## config.mk

```make
export PLATFORM = sky130hd
export DESIGN_NAME = pulse_tally
export DESIGN_NICKNAME = d
export VERILOG_FILES = /design/src/rtl/tally_pkg.sv /design/src/rtl/tally_channel.sv /design/src/rtl/pulse_tally.sv
export SDC_FILE = /design/constraint.sdc
export NUM_CORES = 1
export LEC_CHECK = 0
export CELL_PAD_IN_SITES_DETAIL_PLACEMENT = 1
export CELL_PAD_IN_SITES_GLOBAL_PLACEMENT = 1
export CORE_MARGIN = 1
export CORE_UTILIZATION = 37
export DETAILED_ROUTE_END_ITERATION = 12
export PLACE_DENSITY = 0.71
export RECOVER_POWER = 50
export SLEW_MARGIN = 20
export SYNTH_ARGS = -nofsm -noshare
export SYNTH_HDL_FRONTEND = slang
export SYNTH_SLANG_ARGS = --single-unit
```

## constraint.sdc

```tcl
create_clock -name clock -period 1.64 [get_ports clock]
set_input_delay 0.246 -clock clock [delete_from_list [all_inputs] [get_ports clock]]
set_output_delay 0.246 -clock clock [all_outputs]
set_load 0.01 [all_outputs]
```

## src/rtl/tally_pkg.sv

```systemverilog
// Shared types and constants for the pulse_tally measurement block.
// The PULSE_TALLY_SYNC_EN build option is consumed in tally_channel.sv.
package tally_pkg;

   typedef enum logic {
      IDLE = 1'b0,
      HOLD = 1'b1
   } state_t;

   localparam int TALLY_WIDTH_DEFAULT = 8;

   localparam int CH_Y = 0;
   localparam int CH_Z = 1;

endpackage

```

## src/rtl/tally_channel.sv

```systemverilog
// One counting channel of pulse_tally: optional input synchronizer, rising
// edge detect, saturating edge counter and sticky overflow flag.
// Build option: define PULSE_TALLY_SYNC_EN to insert a 2-flop synchronizer
// ahead of edge detection (edge latency then grows by two clocks).
module tally_channel
   import tally_pkg::*;
#(
   parameter int WIDTH = TALLY_WIDTH_DEFAULT
) (
   input  logic             clock,
   input  logic             reset_n,
   input  logic             level,
   input  logic             clear,
   output logic [WIDTH-1:0] count,
   output logic             ovf
);

   localparam logic [WIDTH-1:0] COUNT_MAX = {WIDTH{1'b1}};

   logic sampled;
   logic prev;
   logic rise;

`ifdef PULSE_TALLY_SYNC_EN
   logic sync_1;
   logic sync_2;

   // Two-flop synchronizer for levels that are asynchronous to clock
   always_ff @(posedge clock or negedge reset_n) begin
      if (!reset_n) begin
         sync_1 <= 1'b0;
         sync_2 <= 1'b0;
      end else begin
         sync_1 <= level;
         sync_2 <= sync_1;
      end
   end

   assign sampled = sync_2;
`else
   assign sampled = level;
`endif

   // Previous sample of the (possibly synchronized) level for edge detection
   always_ff @(posedge clock or negedge reset_n) begin
      if (!reset_n) begin
         prev <= 1'b0;
      end else begin
         prev <= sampled;
      end
   end

   assign rise = sampled & ~prev;

   // Saturating counter; an edge coinciding with clear starts the new period at 1
   always_ff @(posedge clock or negedge reset_n) begin
      if (!reset_n) begin
         count <= '0;
         ovf   <= 1'b0;
      end else if (clear) begin
         count <= rise ? WIDTH'(1) : '0;
         ovf   <= 1'b0;
      end else if (rise) begin
         if (count == COUNT_MAX) begin
            ovf <= 1'b1;
         end else begin
            count <= count + WIDTH'(1);
         end
      end
   end

endmodule

```

## src/rtl/pulse_tally.sv

```systemverilog
// pulse_tally: counts rising edges on the demux Y and Z outputs, and on
// request snapshots and clears both counts, presenting the snapshot on a
// valid/ready port. Build option PULSE_TALLY_SYNC_EN (see tally_channel)
// adds input synchronizers; capture and handshake timing are unaffected.
module pulse_tally
   import tally_pkg::*;
#(
   parameter int WIDTH = TALLY_WIDTH_DEFAULT
) (
   input  logic             clock,
   input  logic             reset_n,
   input  logic             y_in,
   input  logic             z_in,
   input  logic             snap_req,
   input  logic             out_ready,
   output logic             out_valid,
   output logic [WIDTH-1:0] out_y,
   output logic [WIDTH-1:0] out_z,
   output logic [1:0]       out_ovf,
   output logic             busy
);

   state_t           state;
   state_t           next_state;
   logic             capture;
   logic [WIDTH-1:0] live_count [2];
   logic [1:0]       live_ovf;
   logic [1:0]       level;

   assign level[CH_Y] = y_in;
   assign level[CH_Z] = z_in;

   for (genvar ch = 0; ch < 2; ch++) begin : g_channel
      tally_channel #(
         .WIDTH (WIDTH)
      ) u_channel (
         .clock   (clock),
         .reset_n (reset_n),
         .level   (level[ch]),
         .clear   (capture),
         .count   (live_count[ch]),
         .ovf     (live_ovf[ch])
      );
   end

   // State register for the snapshot handshake
   always_ff @(posedge clock or negedge reset_n) begin
      if (!reset_n) begin
         state <= IDLE;
      end else begin
         state <= next_state;
      end
   end

   // Next state and outputs; a request while holding a snapshot is dropped
   always_comb begin
      next_state = state;
      capture    = 1'b0;
      out_valid  = 1'b0;
      busy       = 1'b0;
      case (state)
         IDLE: begin
            if (snap_req) begin
               capture    = 1'b1;
               next_state = HOLD;
            end
         end
         HOLD: begin
            out_valid = 1'b1;
            busy      = 1'b1;
            if (out_ready) begin
               next_state = IDLE;
            end
         end
         default: next_state = IDLE;
      endcase
   end

   // Snapshot registers load only on capture and otherwise keep their value
   always_ff @(posedge clock or negedge reset_n) begin
      if (!reset_n) begin
         out_y   <= '0;
         out_z   <= '0;
         out_ovf <= 2'b00;
      end else if (capture) begin
         out_y   <= live_count[CH_Y];
         out_z   <= live_count[CH_Z];
         out_ovf <= live_ovf;
      end
   end

endmodule

```

; ---- Yosys cells after proc, flatten, opt, wreduce, memory -nomap -nowiden
; Index checks and enable logic that the tools add are counted.
[word_totals]
register_bits = 39
in_bits = 6
output_inout_bits = 20
elab_cells = 48
[op_classes]
add_sub_neg = 2
n_eq_ne = 4
n_mux = 19
bitwise_logic = 5
reduce_logical = 8
[op_table]
columns = op, count
row1 = $mux W8, 6
row2 = $add A8 B1 Y8 const B, 2
row3 = $eq A8 B8 Y1 const B, 2
row4 = $mux W1, 12
row5 = $reduce_and A2 Y1, 4
row6 = $reduce_bool A2 Y1, 4
row7 = $ne A2 B2 Y1 const B, 2
row8 = $not A1 Y1, 3
row9 = $and A1 B1 Y1, 2
row10 = $pmux W1 S2, 1

; ---- Longest topological paths before layout
; Gate-level depths: netlist (run 1).
[logic_depth]
depth_word = 4
ltp_mapped = 5
depth_no_buf = 5

; ---- By module
; From an unflattened synthesis (run 1), not the netlist that was laid out.
[hier_totals]
cells_unflattened = 149
area_unflattened_um2 = 1921.8
[modules_own_cells]
columns = module, n_inst, cells_each, area_each_um2, seq_area_each_um2
row1 = pulse_tally, 1, 43, 802.0, 475.5
row2 = tally_channel (g_channel[0].u_channel), 1, 54, 571.8, 250.2
row3 = tally_channel (g_channel[1].u_channel), 1, 52, 548.0, 250.2

; ---- Worst setup path after synthesis (run 1)
; Ideal clock, no wire load.
[synth_timing]
path_kind = register -> register
start = register g_channel[1].u_channel.count[0]
end = register g_channel[1].u_channel.count[5]
setup_ns = 0.078
arrival_ns = 1.461
required_time_ns = 1.562
path_slack_ns = 0.101
stages_incl_launch_ff = 6
n_path_buf = 0
period_less_slack_ns = 1.539
cell_sequence = dfrtp_1 -> ha_1 -> nand4_2 -> o21ai_2 -> or4_1 -> a21oi_1
[synth_between]
elab_chain_len = 4
word_cells_on_any_way = 7
cone_classes = 1 x add/sub / 2 x eq/ne / 3 x mux / 1 x reduce/logical
[synth_lines]
columns = item, line
row1 = "start, declared", tally_channel.sv:14  ; output logic [WIDTH-1:0] count,
row2 = "start signal, assigned", tally_channel.sv:61  ; count <= rise ? WIDTH'(1) : '0;
row3 = "start signal, assigned", tally_channel.sv:67  ; count <= count + WIDTH'(1);
row4 = $add A8 B1 Y8, tally_channel.sv:67
row5 = $mux W8, tally_channel.sv:64  ; if (count == COUNT_MAX) begin
row6 = $mux W8, tally_channel.sv:63  ; end else if (rise) begin
row7 = $mux W8, tally_channel.sv:60  ; end else if (clear) begin
; Parallel ways exist; a longest one is shown, timed or not. The select of a mux whose other input is x is not followed.
; A chain may end at the register's enable or synchronous reset.

; ---- Final worst setup path (run 1)
; Same ends and word-level chain as after synthesis.

==> flow_summary.json, run 1 <==
{
  "status": "completed",
  "grt_max_degree": 17,
  "worstMarginPinSlew_ns": 0.8441,
  "cts_root_buffer": "clkbuf_8",
  "dieArea_mm2": 0.004923,
  "cts_buffers": 5,
  "clock_skew_ns": 0.002385,
  "yosysSeqAreaShare_pct": 56.77,
  "antenna_found_initial": 0,
  "insertedDiodeCount": 0,
  "final_util_pct": 50.71,
  "syn-num-nets": 185,
  "setup_violations": 0,
  "vias": 1419,
  "cp_data_required_time_ns": 1.86,
  "cap_violations": 0,
  "start_util_pct": 38.95,
  "yosys_warnings": 0,
  "nNetsFinal": 227,
  "fmax_mhz": 635.7,
  "finalCriticalPeriod_ns": 1.573,
  "tns_ns": 0,
  "areaGrowthSynthToFinish_pct": 30.20,
  "clk_path_buf_depth": 2,
  "critPathMaxFanout": 6,
  "p_total_mw": 2.299,
  "fin_crit_sh_pct": 95.93,
  "power.leakage_nw": 1.076,
  "grt_use_total_pct": 18.67,
  "first_global_vias": 1551,
  "cts_tree": "yes",
  "cts_setup_buffers": 0,
  "die-width_um": 70.17,
  "placementRows": 24,
  "max-slew-margin-rel_pct": 43.72,
  "h-tree-depth": 2,
  "place_hpwl_um": 2978,
  "cp-start-kind": "flop",
  "ant_nets": 0,
  "fp.dieH_um": 70.17,
  "syn_inst": 177,
  "clock-sinks": 39,
  "wirelength_um": 4118,
  "timing.final.hold_violations": 0,
  "vias_per_cell": 5.217,
  "path_clk_slew_ns": 0.08,
  "critPathKind": "flop to flop",
  "avgSynthCellArea_um2": 9.713,
  "drive_above_1_share_pct": 13.64,
  "grt-ovfl-total": 0,
  "ys_seq_elements": 39,
  "grt_pass1_wl_um": 7251,
  "insertion_delay_ns": 0.29,
  "drtIter0Drc": 75,
  "power_density_mw_per_mm2": 1027,
  "drtPass1Iterations": 4,
  "gp_congestion": 0.9078,
  "ir_drop_v": 0.0006283,
  "cp.arrival_ns": 1.79,
  "routedWlPerCell_um": 15.14,
  "syn_area_mm2": 0.001719,
  "end_kind": "flop",
  "ioPinCount": 26,
  "finalMaxSlewViolations": 0,
  "min_path_type": "flop to flop",
  "port_buffers": 25,
  "core_area_mm2": 0.004414,
  "ys_types": 34,
  "drc_errors": 0
}
==> registers in the layout, indices dropped and copies added, names as in the netlist <==
name and count:
state 1, g_channel.u_channel.ovf 2, out_ovf 2, g_channel.u_channel.prev 2, g_channel.u_channel.count 16, out_y 8
out_z 8
==> logic make-up (layout without fill, tap and decap cells) <==
kind of cell               count (synthesis)  count (layout)  share of synthesized area (%)
AOI/OAI and AO/OA                         21              21                          8.152
xor gates and xnor gates                   6               6                          3.057
adders and majority gates                  2               2                          1.455
buffers and inverters                      9              52                          2.184
DFF                                       39              39                          56.77
muxes                                      2               2                          1.165
and+or+nand+nor                           98              98                          27.22
==> synth_stat cells (all sizes together) <==
| cell | n | area [µm²] |
|---|---|---|
| o21a | 1 | 7.510 |
| buf | 1 | 7.510 |
| and2b | 1 | 7.510 |
| nor4 | 1 | 6.260 |
| clkbuf | 5 | 18.77 |
| nand4 | 5 | 37.53 |
| and2 | 1 | 6.260 |
| dfrtp | 39 | 975.9 |
| nand2 | 57 | 214.0 |
| nor2 | 13 | 48.80 |
| o21ai | 7 | 42.54 |
| nand3 | 9 | 55.05 |
| nor3 | 1 | 5.000 |
| inv | 3 | 11.26 |
| or3 | 1 | 6.260 |
| o211ai | 6 | 45.04 |
| nand4bb | 1 | 11.26 |
| or4 | 2 | 15.01 |
| o31a | 1 | 8.760 |
| xor2 | 6 | 52.55 |
| and4b | 2 | 20.02 |
| nand4b | 1 | 8.760 |
| nor2b | 2 | 20.02 |
| a21oi | 4 | 20.02 |
| ha | 2 | 25.02 |
| o31ai | 1 | 7.510 |
| a41oi | 1 | 8.760 |
| and3 | 1 | 6.260 |
| mux2i | 2 | 20.02 |
==> where the power goes <==
group	total, mW	internal, mW	switching, mW
clock network	0.827	0.492	0.335
logic	0.389	0.182	0.207
registers	1.08	1.03	0.0520
total	2.30	1.71	0.594
==> area by class of cell <==
cell class	instances	area [µm²]
flip-flops and latches	39	975.9
clock buffers	6	82.58
multi-input cells	129	713.2
inverters	3	11.26
clock inverters	2	35.03
well taps	52	65.06
repair buffers	41	355.3
fillers	498	2176
==> routing by layer <==
| layer | global-route usage [%] | vias to the layer above | routed length (µm) |
|---|---|---|---|
| met1 | 25.30 | 701 | 1970 |
| met4 | 5.778 | 0 | 42 |
| li1 | - | 682 | - |
| met2 | 29.81 | 32 | 1960 |
| met5 | 0 | - | 0 |
| met3 | 4.185 | 4 | 143 |
==> per-stage QoR <==
step | cell area [µm²] | hold WS (ns) | cells | setup WS, ns
final | 2238 | 0.4780 | 272 | 0.06681
after global routing | 2238 | 0.5059 | 272 | -0.005430
after CTS | 2246 | 0.3978 | 272 | 0.04814
after detailed placement | 2118 | 0.1697 | 263 | -0.07673
after global placement | 2118 | 0.1656 | 263 | -0.006593
after floorplan | 1719 | -0.04959 | 177 | 0.1008
==> what timing repair did <==
action / in CTS / in global routing
hold buffers: 1 / 0
endpoints found under the hold margin: 12 / 0
endpoints found under the setup margin: 0 / 1
gates resized for setup: 0 / 2
==> final timing paths <==
check                      slack, ns                         endpoint                       startpoint  cells after the start
setup reg to reg                0.07  g_channel[1].u_channel.count[5]  g_channel[1].u_channel.count[0]                      5
hold reg to reg                 0.48                         out_y[3]                         out_y[3]                      2
min in group asynchronous       0.57  g_channel[1].u_channel.count[4]                          reset_n                      2
hold / removal                  0.48                         out_y[3]                         out_y[3]                      2
setup / recovery                0.07  g_channel[1].u_channel.count[5]  g_channel[1].u_channel.count[0]                      5
max in group asynchronous       0.23  g_channel[0].u_channel.count[0]                          reset_n                      3
==> worst max-delay path: stages, from the launching register on <==
cell	delay, ns
dfrtp_1	0.39
ha_1	0.25
nand4_2	0.11
o21ai_2	0.12
or4_4	0.50
a21oi_2	0.15
==> cells in the final DEF, fill, tap and decap left out, drive strengths merged, types with 2 or more instances in the layout <==
cell,Yosys,routed
clkdlybuf4s50,0,22
clkbuf,5,11
o211ai,6,6
buf,1,11
nand2,57,57
xor2,6,6
a21oi,4,4
inv,3,3
dlygate4sd3,0,3
nand4,5,5
nor2b,2,2
and4b,2,2
or4,2,2
ha,2,2
o21ai,7,7
dfrtp,39,39
nor2,13,13
mux2i,2,2
nand3,9,9
(Power assumes the default switching activity.)
==> inputs of run 2 (changes only) <==
- CORE_MARGIN: 1 -> 5
==> run 2 against run 1 <==
- register-to-register slack improved by 0.04 ns
- utilization decreased by 0.96 points
- via count decreased by 3.1%
- critical path depth unchanged
- worst hold slack got worse by 0.31 ns
- first-iteration DRC count decreased by 6.7%
- routed wire length decreased by 2.5%
- die area increased by 24%
- final cell count increased by 0.37%
- sequential cell count unchanged
- global-route usage decreased by 4.6 points
- critical path type unchanged
- largest cell class unchanged
- highest routed layer unchanged
==> flow_summary.json, run 2 (synthesis results as in run 1) <==
{
  "fmax_mhz": 654.3,
  "routedWlPerCell_um": 14.70,
  "setup_ws_ns": 0.1117,
  "gp_congestion": 0.8332,
  "vias": 1375,
  "p_total_mw": 2.101,
  "worst-path-buf-inv": 0,
  "end_kind": "flop",
  "core_area_mm2": 0.004444,
  "drtIter0Drc": 70,
  "timing.final.hold_violations": 0,
  "final_util_pct": 49.75,
  "antenna_found_initial": 0,
  "clk_path_buf_depth": 2,
  "fin_crit_sh_pct": 93.19,
  "largest_register_ffs": 16,
  "grt_use_total_pct": 14.03,
  "cts_buffers": 5,
  "r2r_end": "g_channel[1].u_channel.count[5]",
  "critPathMaxFanout": 5,
  "cap_violations": 0,
  "status": "completed",
  "die-width_um": 78.17,
  "ant_nets": 0,
  "dp_slack_ns": -0.03379,
  "clock_skew_ns": 0.005560,
  "placed_area_mm2": 0.002126,
  "cp-start-kind": "flop",
  "min_path_type": "input pin to asynchronous set/reset pin",
  "crit_family": "simple AND/OR/NAND/NOR gates",
  "placementRows": 24,
  "reg_top3": "g_channel.u_channel.count (16), out_y (8), out_z (8)",
  "cp.arrival_ns": 1.74,
  "hold_ws_ns": 0.1717,
  "h-tree-depth": 2,
  "max-slew-margin-rel_pct": 36.75,
  "grt_max_degree": 40,
  "cts_root_buffer": "clkbuf_8",
  "cts_tree": "yes",
  "finalCriticalPeriod_ns": 1.528,
  "multiInputGateArea_um2": 708.2,
  "place_hpwl_um": 2907,
  "crit_start": "g_channel[1].u_channel.count[0]",
  "num-fill-cells": 508,
  "cp_num_cells": 5,
  "start_util_pct": 38.68,
  "final_common_cell": "nand2_1",
  "drive_above_1_share_pct": 14.48,
  "fp.dieH_um": 78.17,
  "worstMarginPinSlew_ns": 0.9488,
  "grt_pass1_wl_um": 6906,
  "ir_drop_v": 0.0003942,
  "port_buffers": 25,
  "path_clk_slew_ns": 0.08,
  "power.leakage_nw": 1.070,
  "clock-sinks": 39,
  "first_global_vias": 1446,
  "layout_common_cells": "nand2_1 (57), dfrtp_1 (39), clkdlybuf4s50_1 (22)",
  "nNetsFinal": 228,
  "critPathKind": "flop to flop",
  "largest-register": "g_channel.u_channel.count",
  "cts_resized": 0,
  "hold_buffers": 0,
  "r2r_slack_ns": 0.11,
  "cp-endpoint": "g_channel[1].u_channel.count[5]",
  "cp_data_required_time_ns": 1.86,
  "wirelength_um": 4014,
  "setup_violations": 0,
  "finalMaxSlewViolations": 0,
  "drtPass1Iterations": 4,
  "regArea_um2": 975.9,
  "stdcell_area_mm2": 0.002211,
  "areaGrowthSynthToFinish_pct": 28.60,
  "grt-ovfl-total": 0,
  "vias_per_cell": 5.037,
  "insertion_delay_ns": 0.29,
  "power_density_mw_per_mm2": 950.5,
  "r2r-start": "g_channel[1].u_channel.count[0]",
  "ioPinCount": 26,
  "insertedDiodeCount": 0,
  "path_cells": "ha_1, nand4_2, o21ai_2, or4_1, a21oi_1",
  "cpPeakStageDelay_ns": 0.47,
  "r2r_cells": 5,
  "drc_errors": 0,
  "dieArea_mm2": 0.006110,
  "slowest_stage": "or4_1"
}
==> run 2: layout make-up <==
type                    instances  area share, %
multi-input cells             129          32.03
clock buffers                   5          3.113
inverters                       3         0.5093
well taps                      52          2.943
clock inverters                 3         0.6791
repair buffers                 42          16.58
flip-flops and latches         39          44.14
==> run 2: stage by stage <==
stage / std cells / TNS [ns]
after global placement: 264 / 0
after detailed placement: 264 / -0.03379
after global routing: 273 / -0.01611
after CTS: 272 / 0
final: 273 / 0
after floorplan: 177 / 0
==> run 2: layer usage <==
layer  part of all wire (%)  track usage, %
met1                     49           19.49
met4                    1.3           4.720
met2                     45           20.89
met5                      0               0
met3                    4.3           4.233
==> run 2: repair_timing <==
item	4_1_cts	5_1_grt
setup endpoints to repair	0	3
hold endpoints to repair	0	0
buffers inserted	0	1
==> run 2: how the worst min path moves through the flow <==
| stage | start | to | slack (ns) | cells after the start |
|---|---|---|---|---|
| after floorplan | reset_n | g_channel[0].u_channel.count[0] | -0.05 | 0 |
| final | reset_n | g_channel[1].u_channel.count[5] | 0.17 | 2 |
| after detailed placement | reset_n | out_z[3] | 0.33 | 2 |
| after global placement | reset_n | out_z[3] | 0.33 | 2 |
| after CTS | reset_n | g_channel[1].u_channel.count[5] | 0.01 | 2 |
| after global routing | reset_n | out_z[3] | 0.27 | 2 |
==> run 2: where the power goes <==
part / internal (mW) / leakage (nW) / total (mW) / switching, mW
clock: 0.291 / 0.0477 / 0.627 / 0.336
sequential: 1.03 / 0.529 / 1.08 / 0.0527
combinational: 0.186 / 0.493 / 0.391 / 0.205
